$ cat config.mk
export PLATFORM = sky130hd
export DESIGN_NAME = rob_alloc_ctrl
export DESIGN_NICKNAME = d
export VERILOG_FILES = /design/src/rtl/rob_pkg.sv /design/src/rtl/prefix_popcount.sv /design/src/rtl/rob_alloc_ctrl.sv
export SDC_FILE = /design/constraint.sdc
export NUM_CORES = 1
export LEC_CHECK = 0
export CAP_MARGIN = 5
export CORE_AREA = 8 8 89 91
export DETAILED_ROUTE_END_ITERATION = 8
export DIE_AREA = 0 0 97 99
export PLACE_DENSITY = 0.8
export SLEW_MARGIN = 30
export SYNTH_ARGS = -nofsm -noshare
export SYNTH_HDL_FRONTEND = slang
export SYNTH_HIERARCHICAL = 1
export SYNTH_SLANG_ARGS = --single-unit
$ cat constraint.sdc
create_clock -name clk -period 5.3 [get_ports clk]
set_input_delay 0.53 -clock clk [delete_from_list [all_inputs] [get_ports clk]]
set_output_delay 0.53 -clock clk [all_outputs]
set_load 0.005 [all_outputs]
$ cat src/rtl/rob_pkg.sv
// Shared ROB sizing, pointer types and recovery states.
// Imported by the ROB allocation controller and its helpers.
package rob_pkg;

  localparam int DISPATCH_W = 4;
  localparam int RETIRE_W   = 4;
  localparam int ROB_DEPTH  = 64;
  localparam int ID_W       = $clog2(ROB_DEPTH);

  typedef logic [ID_W-1:0] rob_id_t;
  typedef logic [ID_W:0]   rob_ptr_t;

  typedef enum logic {
    RCV_IDLE,
    RCV_BUBBLE
  } rcv_state_e;

endpackage

$ cat src/rtl/prefix_popcount.sv
// Exclusive prefix popcount of a W-bit mask plus its total.
// Ports: in_mask (W), prefix (lane i at [i*CW +: CW]), total (CW).
module prefix_popcount #(
  parameter int W  = 4,
  parameter int CW = $clog2(W + 1)
) (
  input  logic [W-1:0]    in_mask,
  output logic [W*CW-1:0] prefix,
  output logic [CW-1:0]   total
);

  logic [CW-1:0] acc;

  always_comb begin
    prefix = '0;
    acc    = '0;
    for (int i = 0; i < W; i++) begin
      prefix[i*CW +: CW] = acc;
      acc = acc + CW'(in_mask[i]);
    end
    total = acc;
  end

endmodule

$ cat src/rtl/rob_alloc_ctrl.sv
// ROB allocation controller: pointers, room, compacted IDs, pause.
// Ports: flush/vld/except/iq_pause/retire in; ids, iq_en, ptrs, room out.
module rob_alloc_ctrl #(
  parameter int DISPATCH_W   = rob_pkg::DISPATCH_W,
  parameter int RETIRE_W     = rob_pkg::RETIRE_W,
  parameter int ROB_DEPTH    = rob_pkg::ROB_DEPTH,
  parameter int ID_W         = $clog2(ROB_DEPTH),
  parameter int FLUSH_BUBBLE = 1,
  parameter int STALL_CNT_W  = 16
) (
  input  logic                             clk,
  input  logic                             rst_n,
  input  logic                             flush,
  input  logic [DISPATCH_W-1:0]            inst_vld,
  input  logic [DISPATCH_W-1:0]            inst_except,
  input  logic                             iq_pause,
  input  logic [$clog2(RETIRE_W+1)-1:0]    retire_num,
  output logic [DISPATCH_W*ID_W-1:0]       inst_rob_id,
  output logic [DISPATCH_W-1:0]            inst_iq_en,
  output logic [$clog2(DISPATCH_W+1)-1:0]  alloc_num,
  output logic                             alloc_fire,
  output logic                             wr_pause,
  output logic [ID_W:0]                    wr_ptr_exp,
  output logic [ID_W:0]                    rd_ptr_exp,
  output logic [ID_W:0]                    rob_room,
  output logic                             rob_empty,
  output logic                             rob_full,
  output logic [STALL_CNT_W-1:0]           stall_cnt
);

  import rob_pkg::*;

  localparam int AW = $clog2(DISPATCH_W + 1);
  localparam int BW =
    (FLUSH_BUBBLE > 0) ? $clog2(FLUSH_BUBBLE + 1) : 1;
  localparam logic [ID_W:0] DEPTH = (ID_W+1)'(ROB_DEPTH);
  localparam logic [BW-1:0] BUB_LOAD = BW'(FLUSH_BUBBLE);

  logic [ID_W:0] wr_ptr_q, wr_ptr_d;
  logic [ID_W:0] rd_ptr_q, rd_ptr_d;
  logic [ID_W:0] rd_adv;
  logic [ID_W:0] occupancy;
  logic [BW-1:0] bub_cnt_q, bub_cnt_d;
  rcv_state_e    state_q, state_d;
  logic [STALL_CNT_W-1:0] stall_q, stall_d;

  logic [DISPATCH_W-1:0]    occ;
  logic [DISPATCH_W*AW-1:0] lane_pre;
  logic                     exc_seen;

  assign occ = inst_vld | inst_except;

  prefix_popcount #(
    .W  (DISPATCH_W),
    .CW (AW)
  ) u_occ_cnt (
    .in_mask (occ),
    .prefix  (lane_pre),
    .total   (alloc_num)
  );

  assign occupancy = wr_ptr_q - rd_ptr_q;
  assign rob_room  = DEPTH - occupancy;
  assign rob_empty = (occupancy == '0);
  assign rob_full  = (occupancy == DEPTH);

  // Room check ignores same-cycle retire: conservative by design.
  assign wr_pause = iq_pause
                  | ((ID_W+1)'(alloc_num) > rob_room)
                  | flush
                  | (bub_cnt_q != '0);

  assign alloc_fire = (alloc_num != '0) & ~wr_pause;

  // Idle lanes report the ID the next occupying lane would take.
  always_comb begin
    inst_rob_id = '0;
    for (int i = 0; i < DISPATCH_W; i++) begin
      inst_rob_id[i*ID_W +: ID_W] =
        wr_ptr_q[ID_W-1:0] + ID_W'(lane_pre[i*AW +: AW]);
    end
  end

  // Lanes younger than an excepting lane never reach an IQ.
  always_comb begin
    inst_iq_en = '0;
    exc_seen   = 1'b0;
    for (int i = 0; i < DISPATCH_W; i++) begin
      inst_iq_en[i] = inst_vld[i] & ~exc_seen & ~wr_pause;
      exc_seen      = exc_seen | inst_except[i];
    end
  end

  always_comb begin
    rd_adv   = rd_ptr_q + (ID_W+1)'(retire_num);
    rd_ptr_d = rd_adv;
    wr_ptr_d = wr_ptr_q;
    if (flush) begin
      wr_ptr_d = rd_adv;
    end else if (alloc_fire) begin
      wr_ptr_d = wr_ptr_q + (ID_W+1)'(alloc_num);
    end
  end

  always_comb begin
    state_d   = state_q;
    bub_cnt_d = bub_cnt_q;
    unique case (state_q)
      RCV_IDLE: begin
        if (flush && (FLUSH_BUBBLE != 0)) begin
          bub_cnt_d = BUB_LOAD;
          state_d   = RCV_BUBBLE;
        end
      end
      RCV_BUBBLE: begin
        if (flush) begin
          bub_cnt_d = BUB_LOAD;
        end else begin
          bub_cnt_d = bub_cnt_q - BW'(1);
          if (bub_cnt_d == '0) state_d = RCV_IDLE;
        end
      end
    endcase
  end

  always_comb begin
    stall_d = stall_q;
    if (wr_pause && (alloc_num != '0) && !(&stall_q)) begin
      stall_d = stall_q + STALL_CNT_W'(1);
    end
  end

  always_ff @(posedge clk or negedge rst_n) begin
    if (!rst_n) begin
      wr_ptr_q  <= '0;
      rd_ptr_q  <= '0;
      bub_cnt_q <= '0;
      state_q   <= RCV_IDLE;
      stall_q   <= '0;
    end else begin
      wr_ptr_q  <= wr_ptr_d;
      rd_ptr_q  <= rd_ptr_d;
      bub_cnt_q <= bub_cnt_d;
      state_q   <= state_d;
      stall_q   <= stall_d;
    end
  end

  assign wr_ptr_exp = wr_ptr_q;
  assign rd_ptr_exp = rd_ptr_q;
  assign stall_cnt  = stall_q;

endmodule

==> metrics.yaml, run 1 <==
run_status:
  status: "finished, final reports clean"
timing:
  finalClockSkew_ps: 3.552
  setup-violations-final: 0
  worst_pin_slew_ps: 892.3
  final-hold-violation-count: 0
  slew_violations: 0
  tns_ps: 0
  final.min_clock_period_ps: 5101
  fmax_mhz: 196.0
  finalCritPeriodShare: 0.9625
  hold_ws_ps: 494.1
  max_slew_margin: 0.4024
critical_path:
  crit_fanout: 4
  critPathLaunchType: "input pin"
  crit_arrival_ps: 4570
  r2r_slack_ps: 1260
  critPathKind: "input pin to output pin"
  rr_worst_depth: 16
  end_kind: "output pin"
  critPathRequiredTime_ps: 4770
detailed_routing:
  drt-total-wl_um: 8489
  via_count: 2779
  wl_per_cell_um: 16.55
  vias_per_cell: 5.417
  drt_iter0_markers: 109
  ant_nets: 0
  dr.pass1.iters: 4
  drc: 0
logic_synthesis:
  synth-edff-count: 0
  seq_area_frac_synth: 0.2600
  netlist_area_sq_um: 3080
  synth_ff_type: "dfrtp_1"
  syn_inst: 339
  synthDistinctLibCells: 53
  ys_ff_latch: 32
  synth.avg_cell_area_sq_um: 9.087
  synthArstFlopShare: 1.000
  yosysWarnings: 6
placed_design:
  io_buffer_count: 86
  place_area_sq_um: 4049
  place_hpwl_um: 6796
  place.gp.congestion: 0.7882
final_layout:
  layout_commonest_cell: "clkdlybuf4s50_1"
  final_cell_mix: "clkdlybuf4s50_1 (80), inv_1 (45), xnor2_1 (36)"
  drive_gt1_frac: 0.09007
  finish.utilization: 0.6373
  n_antenna_cell: 0
  syn_to_final_growth_pct: 35.91
  fillers: 538
  nets: 489
  fin_area_sq_um: 4187
clock_network:
  postCtsSetupBuffers: 0
  clk_latency_ps: 290
  cts_sinks: 32
  htree_levels: 2
  cts_tree: "yes"
  cts_inserted_buffers: 5
  clk_pin_slew_ps: 70
  cts_root_buf: "clkbuf_8"
  clk_path_buf_depth: 2
floorplan:
  rows: 30
  die_y_um: 99
  die_w_um: 97
  ioPinCount: 87
  start_util: 0.4690
  die_area_sq_um: 9603
  coreArea_sq_um: 6569
global_routing:
  grt_max_degree: 33
  grt_pass1_vias: 2859
  grt_pass1_wl_um: 13830
  antenna_found_initial: 0
  grt_usage: 0.1725
  gr-total-overflow: 0
min_path:
  min_path_type: "flop to flop"
  worst_hold_path.num_cells: 1
power_and_ir_drop:
  vdd.ir_drop.worst_mv: 0.7890
  p_clk_frac: 0.070
  combPwrFrac: 0.783
  netSwitchingFraction: 0.4418
  leakagePower_uw: 0.001917
  p_int_uw: 1853
  power_density_nw_per_um2: 792.9
  seqPwrFrac: 0.147
  p_switching_uw: 1467
job:
  cap_viol_max_count: 0
[metrics by stage]
| stage | power (uW) | setup WS (ps) | instances |
|---|---|---|---|
| finish | 3320 | 199.0 | 513 |
| global route | 3602 | -12.63 | 513 |
| CTS | 3289 | 27.04 | 513 |
| detailed placement | 3034 | -106.3 | 505 |
| global placement | 2958 | 18.82 | 505 |
| floorplan | 1898 | 838.4 | 344 |
[synth_stat cells, types with 2 or more instances]
master / n / share of area
a21o_1: 5 / 0.012
a2bb2oi_1: 2 / 0.0057
ha_1: 33 / 0.13
or2_2: 5 / 0.010
and3_1: 9 / 0.018
xnor2_1: 36 / 0.10
a211oi_2: 2 / 0.0081
o211ai_1: 6 / 0.015
o2111ai_1: 9 / 0.026
nand3_1: 3 / 0.0049
inv_1: 45 / 0.055
nor3_1: 7 / 0.011
o21a_1: 2 / 0.0049
o31ai_1: 2 / 0.0049
nand2_1: 5 / 0.0061
a311o_1: 2 / 0.0065
and2_1: 3 / 0.0061
clkbuf_1: 7 / 0.0085
o21ai_1: 5 / 0.0081
nor4_1: 2 / 0.0041
o21ai_0: 11 / 0.018
a31oi_1: 6 / 0.012
buf_4: 9 / 0.022
nor2b_1: 9 / 0.018
or3_1: 3 / 0.0061
nand2b_1: 3 / 0.0061
dfrtp_1: 32 / 0.26
nor2_1: 25 / 0.030
xor2_1: 10 / 0.028
fa_1: 9 / 0.058
a21oi_1: 10 / 0.016
[power by group through the flow]
stage / registers (uW) / clock network (uW) / logic, uW
6_report: 487 / 233 / 2600
5_1_grt: 504 / 248 / 2850
4_1_cts: 486 / 237 / 2570
3_5_place_dp: 488 / 0 / 2550
3_3_place_gp: 482 / 0 / 2480
2_1_floorplan: 429 / 0 / 1470
[metal layers]
metal  vias up  track usage  wire length (um)
met3        12      0.03639               429
met1      1336       0.2004              3530
li1       1339            -                 -
met5         -            0                 0
met2        92       0.3141              4436
met4         0      0.04024                93
[kinds of logic (layout without fill, tap and decap cells)]
kind of cell,after synthesis,in the layout,share of synthesized area
simple gates,84,84,0.1491
flops,32,32,0.2600
compound gates,69,69,0.1653
fa+ha+maj,42,42,0.1925
xor+xnor,47,47,0.1361
mux,3,3,0.01056
buf+inv,61,150,0.08530
other cells,1,6,0.001217
[final cells by class]
| type | instances | area, sq um | share of cell area |
|---|---|---|---|
| Tap cell | 80 | 100.1 | 0.02391 |
| Clock inverter | 3 | 42.54 | 0.01016 |
| Sequential cell | 32 | 800.8 | 0.1913 |
| Multi-Input combinational cell | 251 | 2051 | 0.4898 |
| Inverter | 45 | 168.9 | 0.04035 |
| Timing Repair Buffer | 97 | 954.7 | 0.2280 |
| Clock buffer | 5 | 68.82 | 0.01644 |
[sequential cells by signal, summed over array words and instances, names as in the netlist]
name	cells
stall_cnt	16
rd_ptr_exp	7
state_q	1
bub_cnt_q	1
wr_ptr_exp	7
[critical path: stages]
cell and delay (ps):
clkdlybuf4s50_1 420, or2_2 320, inv_1 80, fa_1 420, inv_1 80, ha_1 140
inv_1 40, fa_1 470, inv_1 50, ha_1 290, nor2b_1 140, o21a_1 180
o21ai_2 160, nor2_2 60, a221oi_4 280, a31o_2 180, nand2_2 90, buf_4 170
clkdlybuf4s50_1 440
[final timing paths]
check	from	to
setup reg to reg	wr_ptr_exp[0]	stall_cnt[1]
hold / removal	stall_cnt[7]	stall_cnt[7]
setup / recovery	inst_except[1]	wr_pause
hold reg to reg	stall_cnt[7]	stall_cnt[7]
min in group asynchronous	rst_n	stall_cnt[15]
max in group asynchronous	rst_n	rd_ptr_exp[5]
[repair_timing]
action                     4_1_cts  5_1_grt
hold buffers                     0        0
setup endpoints to repair        4        5
resized for setup                5        7
pin swaps                        0        2
Note: power is estimated with default switching activity, not from simulation.
==> run 2: changes to the inputs <==
--- a/config.mk
+++ b/config.mk
@@ -9,6 +9,7 @@
 export CORE_AREA = 8 8 89 91
 export DETAILED_ROUTE_END_ITERATION = 8
 export DIE_AREA = 0 0 97 99
+export GPL_ROUTABILITY_DRIVEN = 0
 export PLACE_DENSITY = 0.8
 export SLEW_MARGIN = 30
 export SYNTH_ARGS = -nofsm -noshare
==> results of run 2 <==
The final DEF is identical to that of run 1; final timing and power are the same.
==> run 3: changes to the inputs <==
--- a/config.mk
+++ b/config.mk
@@ -5,14 +5,13 @@
 export SDC_FILE = /design/constraint.sdc
 export NUM_CORES = 1
 export LEC_CHECK = 0
+export ABC_CLOCK_PERIOD_IN_PS = 5300
 export CAP_MARGIN = 5
-export CORE_AREA = 8 8 89 91
+export CORE_AREA = 8 8 86 88
 export DETAILED_ROUTE_END_ITERATION = 8
-export DIE_AREA = 0 0 97 99
+export DIE_AREA = 0 0 94 96
 export GPL_ROUTABILITY_DRIVEN = 0
 export PLACE_DENSITY = 0.8
-export SLEW_MARGIN = 30
 export SYNTH_ARGS = -nofsm -noshare
 export SYNTH_HDL_FRONTEND = slang
-export SYNTH_HIERARCHICAL = 1
 export SYNTH_SLANG_ARGS = --single-unit
==> metrics.yaml, run 3 <==
global_routing:
  grt_pass1_wl_um: 12500  # was 13830 um
  grt_usage: 0.1738  # was 0.1725
  grtUsageMet1: 0.2178  # was 0.2004
  antenna_found_initial: 0  # unchanged
  grt_max_degree: 33  # unchanged
  grt_pass1_vias: 2502  # was 2859
  met3_usage: 0.02808  # was 0.03639
  gr-total-overflow: 0  # unchanged
  met2_usage: 0.3040  # was 0.3141
  grt.busiest_layer: "met2"  # unchanged
placed_design:
  io_buffer_count: 86  # unchanged
  post-place-ws_ps: 269.1  # was -106.3 ps
  place_hpwl_um: 6151  # was 6796 um
critical_path:
  critPathKind: "input pin to output pin"  # unchanged
  critPathRequiredTime_ps: 4770  # about the same
  slowest_stage: "clkdlybuf4s50_1"  # was fa_1
  crit_fanout: 4  # unchanged
  r2r_slack_ps: 1570  # was 1260 ps
  timing.rr.end: "wr_ptr_exp[6]"  # was stall_cnt[1]
  rr_worst_depth: 17  # was 16
  critPathLaunchType: "input pin"  # unchanged
  end_kind: "output pin"  # unchanged
  max_stage_delay_ps: 550  # was 470 ps
  crit_chain: "clkdlybuf4s50_1, or2_2, inv_1, fa_1, inv_1, ha_1, fa_1, ha_1, nor2b_1, o21ai_0, a32oi_1, nand4b_1, o21ai_1, o21ai_2, nand2_2, nor4b_2, clkdlybuf4s50_1"  # was clkdlybuf4s50_1, or2_2, inv_1, fa_1, inv_1, ha_1, inv_1, fa_1, inv_1, ha_1, nor2b_1, o21a_1, o21ai_2, nor2_2, a221oi_4, a31o_2, nand2_2, buf_4, clkdlybuf4s50_1
  reg2reg_from: "wr_ptr_exp[0]"  # unchanged
  crit_arrival_ps: 4520  # was 4570 ps
final_layout:
  nets: 441  # was 489
  n_antenna_cell: 0  # unchanged
  layout_commonest_cell: "clkdlybuf4s50_1"  # unchanged
  drive_gt1_frac: 0.07908  # was 0.09007
  largest_reg_flops: 16  # unchanged
  syn_to_final_growth_pct: 36.31  # was 35.91%
  final_cell_mix: "clkdlybuf4s50_1 (86), inv_1 (34), dfrtp_1 (32)"  # was clkdlybuf4s50_1 (80), inv_1 (45), xnor2_1 (36)
clock_network:
  postCtsSetupBuffers: 0  # unchanged
  htree_levels: 2  # unchanged
  cts_hold_buf: 0  # unchanged
  clk_path_buf_depth: 2  # unchanged
  clk_pin_slew_ps: 70  # about the same
  cts_sinks: 32  # unchanged
  cts_inserted_buffers: 5  # unchanged
  cts_tree: "yes"  # unchanged
  cts_root_buf: "clkbuf_8"  # unchanged
  cts_resized: 0  # was 5
  clk_latency_ps: 280  # was 290 ps
timing:
  final.min_clock_period_ps: 5049  # was 5101 ps
  setup_slack_ps: 250.8  # was 199.0 ps
  finalClockSkew_ps: 5.714  # was 3.552 ps
  slew_violations: 0  # unchanged
  max_slew_margin: 0.5911  # was 0.4024
  finalCritPeriodShare: 0.9527  # was 0.9625
  worst_pin_slew_ps: 611.5  # was 892.3 ps
  rsz0062_at_grt: "no"
  setup-violations-final: 0  # unchanged
  tns_ps: 0  # unchanged
  fmax_mhz: 198.1  # was 196.0 MHz
  final-hold-violation-count: 0  # unchanged
logic_synthesis:
  synthAdderAreaFrac: 0.1740  # was 0.1925
  synth.area.mux_share: 0.008877  # was 0.01056
  synth_fp_nets: 356
  yosys.area.top_type: "dfrtp_1"  # unchanged
  synth.area.top_cells: "dfrtp_1 (28%), ha_1 (12%), xor2_1 (6.8%)"  # was dfrtp_1 (26%), ha_1 (13%), xnor2_1 (10%)
  synth.avg_cell_area_sq_um: 9.212  # was 9.087 sq um
  synthArstFlopShare: 1.000  # unchanged
  synth_top_area_frac: 0.2841  # was 0.2600
  synth_ff_type: "dfrtp_1"  # unchanged
  syn_inst: 306  # was 339
  synth_top_family_by_area: "simple AND/OR/NAND/NOR gates"  # was adder cells
  synthDistinctLibCells: 56  # was 53
  ys_ff_latch: 32  # unchanged
  synth-edff-count: 0  # unchanged
  synthMostInstantiatedCell: "inv_1"  # unchanged
  seq_area_frac_synth: 0.2841  # was 0.2600
  yosysWarnings: 0  # was 6
  synth_xor_area_frac: 0.1363  # was 0.1361
  synth-simple-area-share: 0.1882  # was 0.1491
  synth_commonest_cells: "inv_1 (34), dfrtp_1 (32), ha_1 (28)"  # was inv_1 (45), xnor2_1 (36), ha_1 (33)
  synth_compound_area_frac: 0.1367  # was 0.1653
  netlist_area_sq_um: 2819  # was 3080 sq um
power_and_ir_drop:
  p_switching_uw: 1423  # was 1467 uW
  power_density_nw_per_um2: 832.7  # was 792.9 nW/um^2
  vdd.ir_drop.worst_mv: 0.6582  # was 0.7890 mV
  seqPwrFrac: 0.173  # was 0.147
  leakagePower_uw: 0.001696  # was 0.001917 uW
  netSwitchingFraction: 0.4448  # was 0.4418
  p_int_uw: 1776  # was 1853 uW
  combPwrFrac: 0.753  # was 0.783
  p_clk_frac: 0.075  # was 0.070
floorplan:
  die_y_um: 96  # was 99 um
  die_area_sq_um: 9024  # was 9603 sq um
  coreArea_sq_um: 6096  # was 6569 sq um
  die_w_um: 94  # was 97 um
  start_util: 0.4624  # was 0.4690
  ioPinCount: 87  # unchanged
  rows: 29  # was 30
detailed_routing:
  drt_iter0_markers: 104  # was 109
  wl_per_cell_um: 16.44  # was 16.55 um
  ant_nets: 0  # unchanged
  drt-total-wl_um: 7709  # was 8489 um
  vias_per_cell: 5.303  # was 5.417
  dr.pass1.iters: 4  # unchanged
  via_count: 2487  # was 2779
  drc: 0  # unchanged
min_path:
  hp-start: "stall_cnt[8]"  # was stall_cnt[7]
  worst_hold_path.num_cells: 1  # unchanged
  min_path_type: "flop to flop"  # unchanged
  worstHoldEndpoint: "stall_cnt[8]"  # was stall_cnt[7]
run_status:
  status: "finished, final reports clean"  # unchanged
job:
  cap_viol_max_count: 0  # unchanged
[run 3: cell count changes after synthesis, sizes merged, moves of 6 or more]
| cell | previous run | this run |
|---|---|---|
| xnor2 | 36 | 21 |
| a31oi | 7 | 1 |
| o21ai | 16 | 6 |
| nand2 | 5 | 20 |
| o2111ai | 9 | 0 |
| inv | 45 | 34 |
| nand3 | 4 | 15 |
| xor2 | 11 | 22 |
[run 3: power groups by stage]
stage                     logic [uW]  registers, uW  clock network, uW
final                           2410            553                239
after global routing            2620            580                255
after CTS                       2420            552                241
after detailed placement        2390            553                  0
after global placement          2340            551                  0
after floorplan                 1380            501                  0
[run 3: area by class of cell]
type	instances	area [sq um]
clock inverter	3	42.54
timing repair buffer	90	890.9
tap	77	96.34
multi-input combinational	228	1815
clock buffer	5	68.82
inverter	34	127.6
fill	535	2253
sequential	32	800.8
[run 3: per-layer routing]
metal,vias to the layer above,routed length [um]
li1,1210,-
met1,1194,3397
met2,73,3830
met3,10,389
met4,0,92
met5,-,0
[run 3: worst max-delay path, delay by kind of cell]
family,cells,cell delay (ps)
AOI/OAI and AO/OA,4,500
adders and majority gates,4,1500
buffers and inverters,4,1190
and+or+nand+nor,5,800
[run 3: logic make-up after synthesis]
| group | count (synthesis) |
|---|---|
| AO/OA/AOI/OAI | 46 |
| XOR/XNOR | 43 |
| adder cells (fa/ha/maj) | 35 |
| buffers and inverters | 46 |
| flip-flops | 32 |
| multiplexers | 2 |
| AND/OR/NAND/NOR | 102 |
[run 3: stage by stage]
stage	cell area, sq um	hold WS [ps]	cells	util	power [uW]
3_5_place_dp	3731	481.3	461	0.6121	2947
5_1_grt	3842	504.5	469	0.6303	3458
6_report	3842	487.2	469	0.6303	3199
2_1_floorplan	2819	234.4	306	-	1876
4_1_cts	3842	492.8	469	0.6303	3212
3_3_place_gp	3731	472.9	461	0.6121	2895
[run 3: how the worst max path moves through the flow]
stage | from | to | slack [ps]
after floorplan | inst_except[1] | inst_iq_en[2] | 1290
after global placement | inst_except[0] | inst_iq_en[2] | 350
after detailed placement | inst_except[0] | inst_iq_en[2] | 270
after CTS | inst_except[0] | inst_iq_en[2] | 280
after global routing | inst_except[0] | inst_iq_en[2] | 2
final | inst_except[0] | inst_iq_en[2] | 250
